$ cat src/rtl/sr_flag_arbiter_pkg.sv
// Shared definitions for the SR flag arbiter: FSM state encodings and op codes.
package sr_flag_arbiter_pkg;

  typedef enum logic [1:0] {
    ST_IDLE  = 2'd0,
    ST_DRIVE = 2'd1,
    ST_CHECK = 2'd2,
    ST_RESP  = 2'd3
  } state_t;

  localparam logic OP_CLEAR = 1'b0;
  localparam logic OP_SET   = 1'b1;

endpackage

$ cat src/rtl/sr_flag_arbiter_rr_picker.sv
// Combinational round-robin priority encoder: first active request at or after ptr.
module rr_picker
  import sr_flag_arbiter_pkg::*;
#(
  parameter int NREQ = 4,
  parameter int IW   = 2
) (
  input  logic [NREQ-1:0] req,
  input  logic [IW-1:0]   ptr,
  output logic            gnt_valid,
  output logic [IW-1:0]   gnt_idx
);

  logic [IW-1:0] idx;

  // Scan from the farthest offset down so the closest match to ptr is written last.
  always_comb begin
    gnt_valid = 1'b0;
    gnt_idx   = '0;
    idx       = '0;
    for (int i = NREQ - 1; i >= 0; i--) begin
      idx = IW'((int'(ptr) + i) % NREQ);
      if (req[idx]) begin
        gnt_valid = 1'b1;
        gnt_idx   = idx;
      end
    end
  end

endmodule

$ cat src/rtl/sr_flag_arbiter.sv
// Round-robin arbiter serialising set/clear commands onto one shared falling-edge
// SR flop, with Q read-back, bounded re-drive and per-requester acknowledge.
module sr_flag_arbiter
  import sr_flag_arbiter_pkg::*;
#(
  parameter int NREQ      = 4,
  parameter int MAX_RETRY = 2
) (
  input  logic            clk,
  input  logic            rst_n,
  input  logic [NREQ-1:0] req,
  input  logic [NREQ-1:0] op,
  output logic [NREQ-1:0] ack,
  output logic            err,
  output logic            fault,
  output logic            busy,
  output logic            S,
  output logic            R,
  input  logic            q_in
);

  localparam int IW = (NREQ > 1) ? $clog2(NREQ) : 1;

  state_t        state;
  logic [IW-1:0] ptr;
  logic [IW-1:0] winner;
  logic          expv;
  logic [2:0]    retry;
  logic          gnt_valid;
  logic [IW-1:0] gnt_idx;

  function automatic logic [NREQ-1:0] onehot(input logic [IW-1:0] i);
    onehot    = '0;
    onehot[i] = 1'b1;
  endfunction

  rr_picker #(
    .NREQ (NREQ),
    .IW   (IW)
  ) u_pick (
    .req       (req),
    .ptr       (ptr),
    .gnt_valid (gnt_valid),
    .gnt_idx   (gnt_idx)
  );

  // S and R are only ever loaded as complements in the DRIVE entry, so they can never both be 1.
  always_ff @(posedge clk) begin
    if (!rst_n) begin
      state <= ST_IDLE;
      ptr   <= '0;
      retry <= '0;
      S     <= 1'b0;
      R     <= 1'b0;
      ack   <= '0;
      err   <= 1'b0;
      fault <= 1'b0;
      busy  <= 1'b0;
    end else begin
      case (state)
        ST_IDLE: begin
          if (gnt_valid) begin
            winner <= gnt_idx;
            expv   <= op[gnt_idx];
            retry  <= '0;
            S      <= (op[gnt_idx] == OP_SET);
            R      <= (op[gnt_idx] == OP_CLEAR);
            busy   <= 1'b1;
            state  <= ST_DRIVE;
          end
        end
        ST_DRIVE: begin
          S     <= 1'b0;
          R     <= 1'b0;
          state <= ST_CHECK;
        end
        ST_CHECK: begin
          if (q_in == expv) begin
            ack   <= onehot(winner);
            state <= ST_RESP;
          end else if (int'(retry) < MAX_RETRY) begin
            retry <= retry + 3'd1;
            S     <= expv;
            R     <= ~expv;
            state <= ST_DRIVE;
          end else begin
            ack   <= onehot(winner);
            err   <= 1'b1;
            fault <= 1'b1;
            state <= ST_RESP;
          end
        end
        ST_RESP: begin
          ack   <= '0;
          err   <= 1'b0;
          busy  <= 1'b0;
          ptr   <= (winner == IW'(NREQ - 1)) ? '0 : winner + 1'b1;
          state <= ST_IDLE;
        end
        default: state <= ST_IDLE;
      endcase
    end
  end

endmodule
$ cat config.mk
export PLATFORM = sky130hd
export DESIGN_NAME = sr_flag_arbiter
export DESIGN_NICKNAME = d
export VERILOG_FILES = /design/src/rtl/sr_flag_arbiter_pkg.sv /design/src/rtl/sr_flag_arbiter_rr_picker.sv /design/src/rtl/sr_flag_arbiter.sv
export SDC_FILE = /design/constraint.sdc
export NUM_CORES = 1
export LEC_CHECK = 0
export CAP_MARGIN = 40
export CORE_MARGIN = 5
export CORE_UTILIZATION = 45
export CTS_CLUSTER_SIZE = 14
export DETAILED_ROUTE_END_ITERATION = 8
export PLACE_DENSITY = 0.78
export SLEW_MARGIN = 20
export SYNTH_ARGS = -nofsm -noshare
export SYNTH_HDL_FRONTEND = slang
export SYNTH_HIERARCHICAL = 1
export SYNTH_SLANG_ARGS = --single-unit
export TNS_END_PERCENT = 1
$ cat constraint.sdc
create_clock -name clk -period 3.9 [get_ports clk]
set_clock_uncertainty 0.05 [all_clocks]
set_input_delay 0.78 -clock clk [delete_from_list [all_inputs] [get_ports clk]]
set_output_delay 0.78 -clock clk [all_outputs]
set_load 0.005 [all_outputs]
Yosys cells after proc, flatten, opt, wreduce, memory -nomap -nowiden
Cells that the tools add are included.
{"block": "totals", "output_inout_bits": 9, "register_bits": 19, "word_cells": 96, "input_bits": 11}
{"block": "op_classes", "bitwise": 4, "muxes": 45, "n_lt_le_gt_ge": 8, "n_reduce_logical": 13, "n_addsub": 5, "eq_ne": 10}
{"operator": "$mux W1", "n": 19}
{"operator": "$lt A2 B3 Y1 const B", "n": 6}
{"operator": "$mux W2", "n": 8}
{"operator": "$bmux W1 S2", "n": 5}
{"operator": "$mux W3", "n": 3}
{"operator": "$reduce_and A3 Y1", "n": 3}
{"operator": "$mux W4", "n": 2}
{"operator": "$ne A2 B2 Y1 const B", "n": 4}
{"operator": "$pmux W2 S4", "n": 1}
{"operator": "$pmux W4 S2", "n": 1}
{"operator": "$reduce_and A4 Y1", "n": 2}
{"operator": "$eq A2 B2 Y1 const B", "n": 3}
{"operator": "$pmux W1 S3", "n": 2}
{"operator": "$pmux W3 S2", "n": 1}
{"operator": "$reduce_bool A2 Y1", "n": 3}
{"operator": "$add A2 B1 Y2 const B", "n": 2}
{"operator": "$add A2 B2 Y2 const B", "n": 2}
{"operator": "$not A1 Y1", "n": 4}
{"operator": "$pmux W1 S2", "n": 2}
{"operator": "$reduce_and A2 Y1", "n": 2}
{"operator": "$add A3 B1 Y3 const B", "n": 1}
{"operator": "$lt A3 B2 Y1 const B", "n": 1}
{"operator": "$ne A3 B3 Y1 const B", "n": 1}
{"operator": "$reduce_bool A3 Y1", "n": 1}
{"operator": "other kinds (6)", "n": 6}

Logic depth before layout (Yosys ltp)
{"block": "logic_depth", "ltp_word": 12, "mapped_depth": 7, "ltp_nobuf": 7}

By module
Netlist, hierarchy kept.
{"module": "sr_flag_arbiter", "area_per_inst_um2": 987.2, "seq_area_each_um2": 410.4, "cells_each": 95, "instances": 1}
{"module": "rr_picker", "area_per_inst_um2": 77.6, "seq_area_each_um2": 0.0, "cells_each": 13, "instances": 1}

Worst setup path before layout
Ideal clock, no wire load.
{"block": "synth_path", "path_type": "input port to flip-flop", "startpoint": "in req[3]", "endpoint": "reg S", "required_time_ns": 3.717, "arrival_time_ns": 1.976, "stages": 6, "slack_ns": 1.741, "path_buffers": 0, "setup_time_ns": 0.133, "path_cell_list": "mux2i_1 -> a211oi_2 -> mux4_2 -> nor2b_1 -> a31oi_1 -> a21oi_1"}
{"block": "synth_between", "elab_chain_len": 10, "elab_cells_between_ends": 22, "classes_between": "eq/ne (1); mux (20); reduce/logical (1)"}
{"item": "start, declared", "line_no": "sr_flag_arbiter.sv:11", "source": "input logic [NREQ-1:0] req,"}
{"item": "$bmux W1 S2", "line_no": "sr_flag_arbiter_rr_picker.sv:23", "source": "if (req[idx]) begin"}
{"item": "$mux W1 (implied by the code)", "line_no": "sr_flag_arbiter_rr_picker.sv:23"}
{"item": "$mux W2 (3 in series)", "line_no": "sr_flag_arbiter_rr_picker.sv:23"}
{"item": "$mux W2 (*)", "line_no": "sr_flag_arbiter_rr_picker.sv:23"}
{"item": "via gnt_idx[0]", "line_no": "sr_flag_arbiter.sv:30", "source": "logic [IW-1:0] gnt_idx;"}
{"item": "$bmux W1 S2 (*)", "line_no": "sr_flag_arbiter.sv:66", "source": "S <= (op[gnt_idx] == OP_SET);"}
{"item": "$mux W1 (implied by the code) (*)", "line_no": "sr_flag_arbiter.sv:66"}
{"item": "$mux W1 (*)", "line_no": "sr_flag_arbiter.sv:62", "source": "if (gnt_valid) begin"}
{"item": "$pmux W1 S3 (*)", "line_no": "sr_flag_arbiter.sv:60", "source": "case (state)"}
{"item": "end signal, assigned", "line_no": "sr_flag_arbiter.sv:66"}
{"item": "end signal, assigned", "line_no": "sr_flag_arbiter.sv:83", "source": "S <= expv;"}
{"item": "end, declared", "line_no": "sr_flag_arbiter.sv:17", "source": "output logic S,"}
Mark *: on every way through the listed nets, which the timed path passes. The rest lies on a longest branch. The select of a mux whose other input is x is not followed.
A chain may end at the register's enable or synchronous reset.

Worst setup path in the final report
Ends and elaborated chain as after synthesis.

==> impl_metrics.yaml <==
logic_synthesis:
  netlist-cell-type-count: 34
  synth_async_sr_flop_share: 0
  syn_area_per_cell_um2: 9.86
  ys.flop_type: "dfxtp_1"
  synth_edf_count: 3
  synthesis.area_um2: 1060
  seq_area_frac_synth: 0.385
  syn_inst: 108
  yosys_warnings: 6
  ys_ff_latch: 19
  synth_nets: 130
min_path:
  hp-class: "reg -> reg"
critical_path:
  startpoint_type: "input port"
  crit_fanout: 4
  crit_slowest_cell: "mux4_2"
  crit_buf_inv: 1
  r2r_setup_slack_ns: 1.90
  max_stage_delay_ns: 0.56
  cp-end-kind: "flop"
  critPathKind: "in -> reg"
  path_cells: "clkdlybuf4s50_1, mux2i_1, a211oi_2, mux4_2, nor2b_1, a31oi_1, a21oi_1"
  worstPathArrival_ns: 2.62
  required_ns: 4.04
  cp_top_family: "multiplexers"
sta:
  rsz0062_at_grt: "false"
  setup_tns_ns: 0
  maxSlewViolCount: 0
  hold_viol: 0
  max_freq_ghz: 0.402
  setup_viol: 0
  finalCritPeriodShare: 0.638
  tightest_slew_ns: 0.556
  period_minus_slack_ns: 2.49
  maxSlewHeadroom: 0.627
power_and_ir_drop:
  power.density_nw_per_um2: 392
  p_leak_nw: 0.507
  peakVddDrop_v: 0.000247
routing:
  drt_wl_total_um: 2250
  drtPass1Iterations: 4
  avgViaCountPerCell: 5.51
  via_count: 860
  wire_per_inst_um: 14.4
  drc: 0
  drtAntennaViolNets: 0
  drtIter0Drc: 25
floorplanning:
  std_cell_rows: 17
  die-area_um2: 3440
  die_y_um: 58.6
  ioPinCount: 20
  initial_core_util: 0.477
  core-area_um2: 2230
  fp.dieW_um: 58.6
cts:
  cts-buffers-inserted: 3
  clock-root-buffer: "clkbuf_4"
  clock_latency_ns: 0.30
  cts_resized: 0
  h-tree-depth: 1
  clk_pin_slew_worst_paths_ns: 0.12
  clock_sinks: 19
  post_cts_buffers: 0
  ctsHoldBuffers: 0
  cts_tree: "built"
  ctsLongestPathBuffers: 2
global_routing:
  grt_pass1_wl_um: 3850
  grt_max_degree: 12
  overflow: 0
  grt_pass1_vias: 877
  antenna_found_initial: 0
  track_usage: 0.145
placed_design:
  post_dp_cell_area_um2: 1280
  dpl.hpwl_um: 1740
  gp_congestion: 0.809
  placement.io_buffers: 19
cells_and_area:
  final_cell_mix: "19 x clkdlybuf4s50_1, 16 x dfxtp_1, 13 x nor2_1"
  diodes: 0
  fin_area_um2: 1300
  final_nets: 151
  final_layout_size_suffix_gt1_frac: 0.0703
  area_growth_pct: 22.4
  fin_util: 0.584
  final_common_cell: "clkdlybuf4s50_1"
run:
  cap_violations: 0
run_status:
  status: "finished, final reports clean"
registers in the layout (all words and copies together) (netlist names):
name    cells
S           1
R           1
ack         4
state       2
expv        1
ptr         2
retry       3
winner      2
busy        1
fault       1
err         1
worst min-delay path, stage by stage (launching register included):
cell     delay [ns]
dfxtp_1        0.35
nor2_1         0.05
nor2_1         0.06
logic make-up after synthesis:
kind of cell             after synthesis  synth area share
flip-flops                            19             0.385
AND/OR/NAND/NOR                       33             0.152
XOR/XNOR                               1            0.0153
multiplexers                           7            0.0776
adder cells (fa/ha/maj)               11             0.129
buffers and inverters                 10            0.0376
AO/OA/AOI/OAI                         27             0.203
report_power, final:
| part | internal [W] | switching, W | total, W | leakage, nW |
|---|---|---|---|---|
| sequential | 0.000222 | 0.0000177 | 0.000239 | 0.159 |
| combinational | 0.0000838 | 0.0000833 | 0.000167 | 0.330 |
| clock | 0.0000382 | 0.0000657 | 0.000104 | 0.0177 |
final timing paths:
| kind | start | endpoint | cells after the start |
|---|---|---|---|
| min | fault | fault | 2 |
| max | req[3] | S | 7 |
| min reg2reg | fault | fault | 2 |
| max reg2reg | ptr[1] | S | 7 |
routing by layer:
layer,track usage,wire length [µm],vias up
met5,0,0,-
met4,0.0712,32,0
met1,0.179,1010,396
met2,0.242,1090,26
met3,0.0241,117,4
li1,-,-,434
stage by stage:
stage               hold slack, ns  total power [W]  setup WS, ns  cells
global placement             0.406         0.000403          1.15    152
floorplan                    0.398         0.000351          1.74    108
detailed placement           0.415         0.000410          1.08    152
global route                 0.474         0.000540          1.27    156
finish                       0.438         0.000510          1.41    156
CTS                          0.443         0.000513          1.41    156
synth_stat cells, types with 3 or more instances:
cell,count,share of area
a211oi_1,4,0.028
a21oi_1,7,0.033
a22o_1,4,0.033
dfxtp_1,16,0.30
edfxtp_1,3,0.085
ha_1,11,0.13
inv_1,6,0.021
mux2i_1,6,0.056
nand2_1,4,0.014
nand2b_1,3,0.018
nor2_1,13,0.046
nor3_1,4,0.019
cell type report:
cell class,count,area [µm²]
Clock buffer,3,22.5
Clock inverter,1,5.00
Fill cell,194,930
Inverter,7,26.3
Multi-Input combinational cell,79,614
Sequential cell,19,410
Tap cell,28,35.0
Timing Repair Buffer,19,190
No activity file was read; power rests on OpenSTA's default activity.
==> RTL change 1, RTL diff (config.mk and constraints unchanged) <==
The 4 states of `state_t` get a one-hot encoding in 4 bits.
--- a/src/rtl/sr_flag_arbiter_pkg.sv
+++ b/src/rtl/sr_flag_arbiter_pkg.sv
@@ -3,7 +3,7 @@
 
-  typedef enum logic [1:0] {
-    ST_IDLE  = 2'd0,
-    ST_DRIVE = 2'd1,
-    ST_CHECK = 2'd2,
-    ST_RESP  = 2'd3
+  typedef enum logic [3:0] {
+    ST_IDLE  = 4'b0001,
+    ST_DRIVE = 4'b0010,
+    ST_CHECK = 4'b0100,
+    ST_RESP  = 4'b1000
   } state_t;
Behaviour: no difference found for any inputs over 10 cycles, from zero or initial values and one cycle with rst_n low; not proved beyond that.
==> RTL change 1 against the original RTL <==
Wire length decreased by 11%. Critical path type unchanged. Synthesized area decreased by 2.4%. Sequential cell count increased by 2. Worst setup slack improved by 0.14 ns. Total power decreased by 14%. Cell area decreased by 1.2%. Combinational power decreased by 48%. Non-clock buffer count unchanged.
==> RTL change 1: results (changes against the original RTL) <==
Clock tree
  – Root Driver: clkbuf_4 (unchanged)
  – Bufs on Longest Clock Path: 2 (unchanged)

Logic synthesis
  – Syn Area/Cell: 9.90 sq um (was 9.86 sq um)
  – Ys Warns: 6 (unchanged)
  – Top cells by area, synth: dfxtp_1 35%, edfxtp_1 8.7%, mux2i_1 6.7% (was dfxtp_1 30%, ha_1 13%, edfxtp_1 8.5%)
  – Synth cell count leaders: 18 x dfxtp_1, 16 x nor2_1, 8 x nand2b_1, 7 x mux2i_1, 6 x nand2_1 (was 16 x dfxtp_1, 13 x nor2_1, 11 x ha_1, 7 x a21oi_1)
  – Yosys cell types: 34 (unchanged)
  – Mapped Nets: 121 (was 130)
  – Sequential share of the synthesized area: 43.3% (was 38.5%)

Final layout
  – Biggest regs: ack x4, state x4, retry x3 (was ack x4, retry x3)
  – Fraction of layout cells with a size suffix above 1: 7.09% (was 7.03%)
  – Antenna cells: 0 (unchanged)
  – Layout Cells excl Fill: 155 (was 156)
  – Fillers: 209 (was 194)
  – Final #Nets: 144 (was 151)

Status
  – Outcome: finished, final reports clean (unchanged)

Placed design
  – Global placer's final weighted congestion: 0.807 (was 0.809)
  – Hpwl dp: 1580 um (was 1740 um)
  – PortBufs: 19 (unchanged)
  – Placed insts: 151 (was 152)
  – Pre-CTS WS: 1.22 ns (was 1.08 ns)

Worst setup path
  – Reg2reg end: R (was S)
  – Reg2reg path depth: 6 (was 7)
  – Worst Path Max Fanout: 4 (unchanged)
  – CP startpoint: req[3] (unchanged)
  – Critical path's largest stage delay: approximately 0.55 ns
  – Worst path arrival time: 2.54 ns (was 2.62 ns)
  – Worst R2R Setup Slack: 2.08 ns (was 1.90 ns)

GRT
  – Vias in the first global route: 821 (was 877)
  – Met3 Usage GRT: 2.23% (was 2.41%)
  – Largest net degree at the start of global routing: 18 (was 12)
  – Global-route usage over all layers: 12.8% (was 14.5%)
  – First-pass GRT wire length: 3390 um (was 3850 um)
  – Routing usage on met2: 21.3% (was 24.2%)
  – GR Util met1: 15.3% (was 17.9%)

Pwr
  – Pleak: 0.473 nW (was 0.507 nW)
  – Worst vdd ir: 0.000238 V (was 0.000247 V)

Drt
  – DR iter-0 viols: 15 (was 25)
  – Vias per cell: 5.35 (was 5.51)
  – Final wirelength: 2000 um (was 2250 um)

Min path
  – Hold Crit Class: register to register (unchanged)
  – Hold Path Depth: 1 (was 2)

STA
  – Worst-Margin Slew: 0.621 ns (was 0.556 ns)
-- RTL change 1: cell count changes after synthesis, sizes merged, moves of 3 or more --
cell	unedited run	this run
a21oi	7	2
a22o	4	0
and2	0	3
ha	11	5
inv	6	2
nand2b	3	8
nor2	13	16
nor3	4	0
-- RTL change 1: worst max-delay path by stage --
stage | endpoint | slack, ns
after global routing | R | 1.47
after global placement | R | 1.27
after CTS | R | 1.55
after detailed placement | R | 1.22
after floorplan | R | 1.85
final | R | 1.55
-- RTL change 1: layout make-up --
type / instances / area (sq um) / share of cell area, %
well taps: 28 / 35.0 / 2.72
inverters: 2 / 7.51 / 0.583
multi-input cells: 81 / 578 / 44.9
clock buffers: 3 / 22.5 / 1.75
repair buffers: 19 / 190 / 14.8
flip-flops and latches: 21 / 450 / 35.0
clock inverters: 1 / 5.00 / 0.388
-- RTL change 1: kinds of logic after synthesis --
logic type      after synthesis  synth area share, %
compound gates               15                 11.4
xor+xnor                      2                 1.69
fa+ha+maj                     5                 6.02
buf+inv                       3                 1.08
flops                        21                 43.3
mux                           8                 8.91
simple gates                 51                 27.6
-- RTL change 1: metal layers --
layer	up-vias	part of all wire (%)
met5	-	0
met1	386	45
met3	4	3.9
met4	0	2.1
li1	419	-
met2	20	49
-- RTL change 1: power breakdown --
group          total [mW]  internal, mW  switching, mW
clock network       0.106        0.0383         0.0674
registers           0.248         0.234         0.0135
logic              0.0874        0.0470         0.0404
-- RTL change 1: critical path: cells and delay by family --
kind	cells	cell delay [ns]
AOI/OAI and AO/OA	2	0.42
buffers and inverters	1	0.53
muxes	2	0.66
and+or+nand+nor	1	0.15
-- RTL change 1: through the flow --
stage          instance area, sq um  hold WS [ns]
2_1_floorplan                  1040         0.403
3_3_place_gp                   1260         0.397
3_5_place_dp                   1260         0.404
4_1_cts                        1290         0.433
5_1_grt                        1290         0.449
6_report                       1290         0.428
==> RTL change 2, RTL diff (config.mk and constraints unchanged) <==
Without the edit above. `NREQ` is set to 4 in 2 places; all go to 2.
--- a/src/rtl/sr_flag_arbiter_rr_picker.sv
+++ b/src/rtl/sr_flag_arbiter_rr_picker.sv
@@ -4,3 +4,3 @@
 #(
-  parameter int NREQ = 4,
+  parameter int NREQ = 2,
   parameter int IW   = 2
--- a/src/rtl/sr_flag_arbiter.sv
+++ b/src/rtl/sr_flag_arbiter.sv
@@ -5,3 +5,3 @@
 #(
-  parameter int NREQ      = 4,
+  parameter int NREQ      = 2,
   parameter int MAX_RETRY = 2
Interface: changed (resized ack, op and req); port bits go from 20 to 14. The function was not compared with the original's and may differ.
==> RTL change 2 against the original RTL <==
Wire length down 29%. Synthesized area fell by 25%. Cell area is 25% lower. Total power fell by 20%. Worst setup slack better by 0.39 ns. Sequential cell count shrank 4. Via count is 23% lower. Critical path depth fell by 2.
==> RTL change 2: results (changes against the original RTL) <==
Status
  – Outcome: finished, final reports clean (unchanged)

Logic synthesis
  – Post-synthesis compound-gate area fraction: 22.5% (was 20.3%)
  – XOR/XNOR Fraction of Synth Area: 2.03% (was 1.53%)
  – Yosys reg bits: 15 (was 19)
  – Most common cell in the netlist: nor2_1 (was dfxtp_1)
  – Mux contribution to synthesized area: 2.66% (was 7.76%)
  – Yosys cell types: 28 (was 34)
  – Synth cell count leaders: 14 x nor2_1, 13 x dfxtp_1, 6 x ha_1, 5 x a21oi_1, 5 x nand2_1 (was 16 x dfxtp_1, 13 x nor2_1, 11 x ha_1, 7 x a21oi_1)
  – Post-synthesis instance total: 85 (was 108)
  – Adder-cell area share of the yosys netlist: 9.39% (was 12.9%)

Worst setup path
  – Reg2reg path depth: 6 (was 7)
  – CP startpoint: q_in (was req[3])
  – Worst R2R Setup Slack: 2.02 ns (was 1.90 ns)

Final layout
  – Comb_multi_in: 63 (was 79)
  – Fraction of layout cells with a size suffix above 1: 8.00% (was 7.03%)
  – Multi-input gate share of total cell area: 46.2% (was 47.1%)
  – Final-layout clock-cell area share: 2.68% (was 2.11%)
  – Total of clock buffers placed in the layout: 4 (was 3)
  – Biggest regs: retry x3, ack x2, state x2 (was ack x4, retry x3)
  – Sequential cell area share: 32.7% (was 31.5%)
  – Fillers: 152 (was 194)
  – Final #Nets: 114 (was 151)
  – Plain + repair buffers: 13 (was 19)

Pwr
  – Pleak: 0.361 nW (was 0.507 nW)
  – Power Sequential: 0.190 mW (was 0.239 mW)
  – Clock power share: 21.8% (was 20.4%)
  – Seq pwr share: 46.5% (was 46.9%)
  – Worst vdd ir: 0.000226 V (was 0.000247 V)
  – Sw Share: 31.9% (was 32.7%)

Placed design
  – Placed insts: 121 (was 152)
  – Pre-CTS WS: 1.51 ns (was 1.08 ns)
  – Global placer's final weighted congestion: 0.780 (was 0.809)
  – PortBufs: 13 (was 19)

GRT
  – Largest net degree at the start of global routing: 11 (was 12)
  – First-pass GRT wire length: 2670 um (was 3850 um)
  – Global-route usage over all layers: 13.5% (was 14.5%)

Drt
  – Vias per cell: 5.27 (was 5.51)
  – Drt wl/cell: 12.8 um (was 14.4 um)
  – Routed vias: 659 (was 860)
  – DR iter-0 viols: 13 (was 25)

Min path
  – Worst Hold Launch: ack[1] (was fault)

STA
  – Rel. slew slack: 73.1% (was 62.7%)

Clock tree
  – Clk slew on worst S/H paths: 0.09 ns (was 0.12 ns)
  – Worst skew pair latency: 0.28 ns (was 0.30 ns)
RTL change 2: critical path, stage by stage:
cell and delay, ns:
clkdlybuf4s50_1 0.46, xnor2_2 0.22, a2111oi_4 0.45, nor2_1 0.07
a311oi_1 0.26
RTL change 2: how the worst max path moves through the flow:
| stage | slack (ns) | depth (start not counted) | end |
|---|---|---|---|
| floorplan | 2.12 | 4 | R |
| global placement | 1.57 | 5 | S |
| detailed placement | 1.51 | 5 | S |
| CTS | 1.80 | 5 | S |
| global route | 1.67 | 5 | S |
| finish | 1.81 | 5 | S |
RTL change 2: through the flow:
step | area, sq um | hold WS [ns]
4_1_cts | 980 | 0.418
2_1_floorplan | 800 | 0.403
3_3_place_gp | 953 | 0.403
6_report | 980 | 0.417
3_5_place_dp | 953 | 0.406
5_1_grt | 980 | 0.467
RTL change 2: metal layers:
metal,track usage [%],part of all wire [%]
met1,15.5,48
met2,23.0,45
met3,2.87,4.6
met4,7.66,2.4
met5,0,0
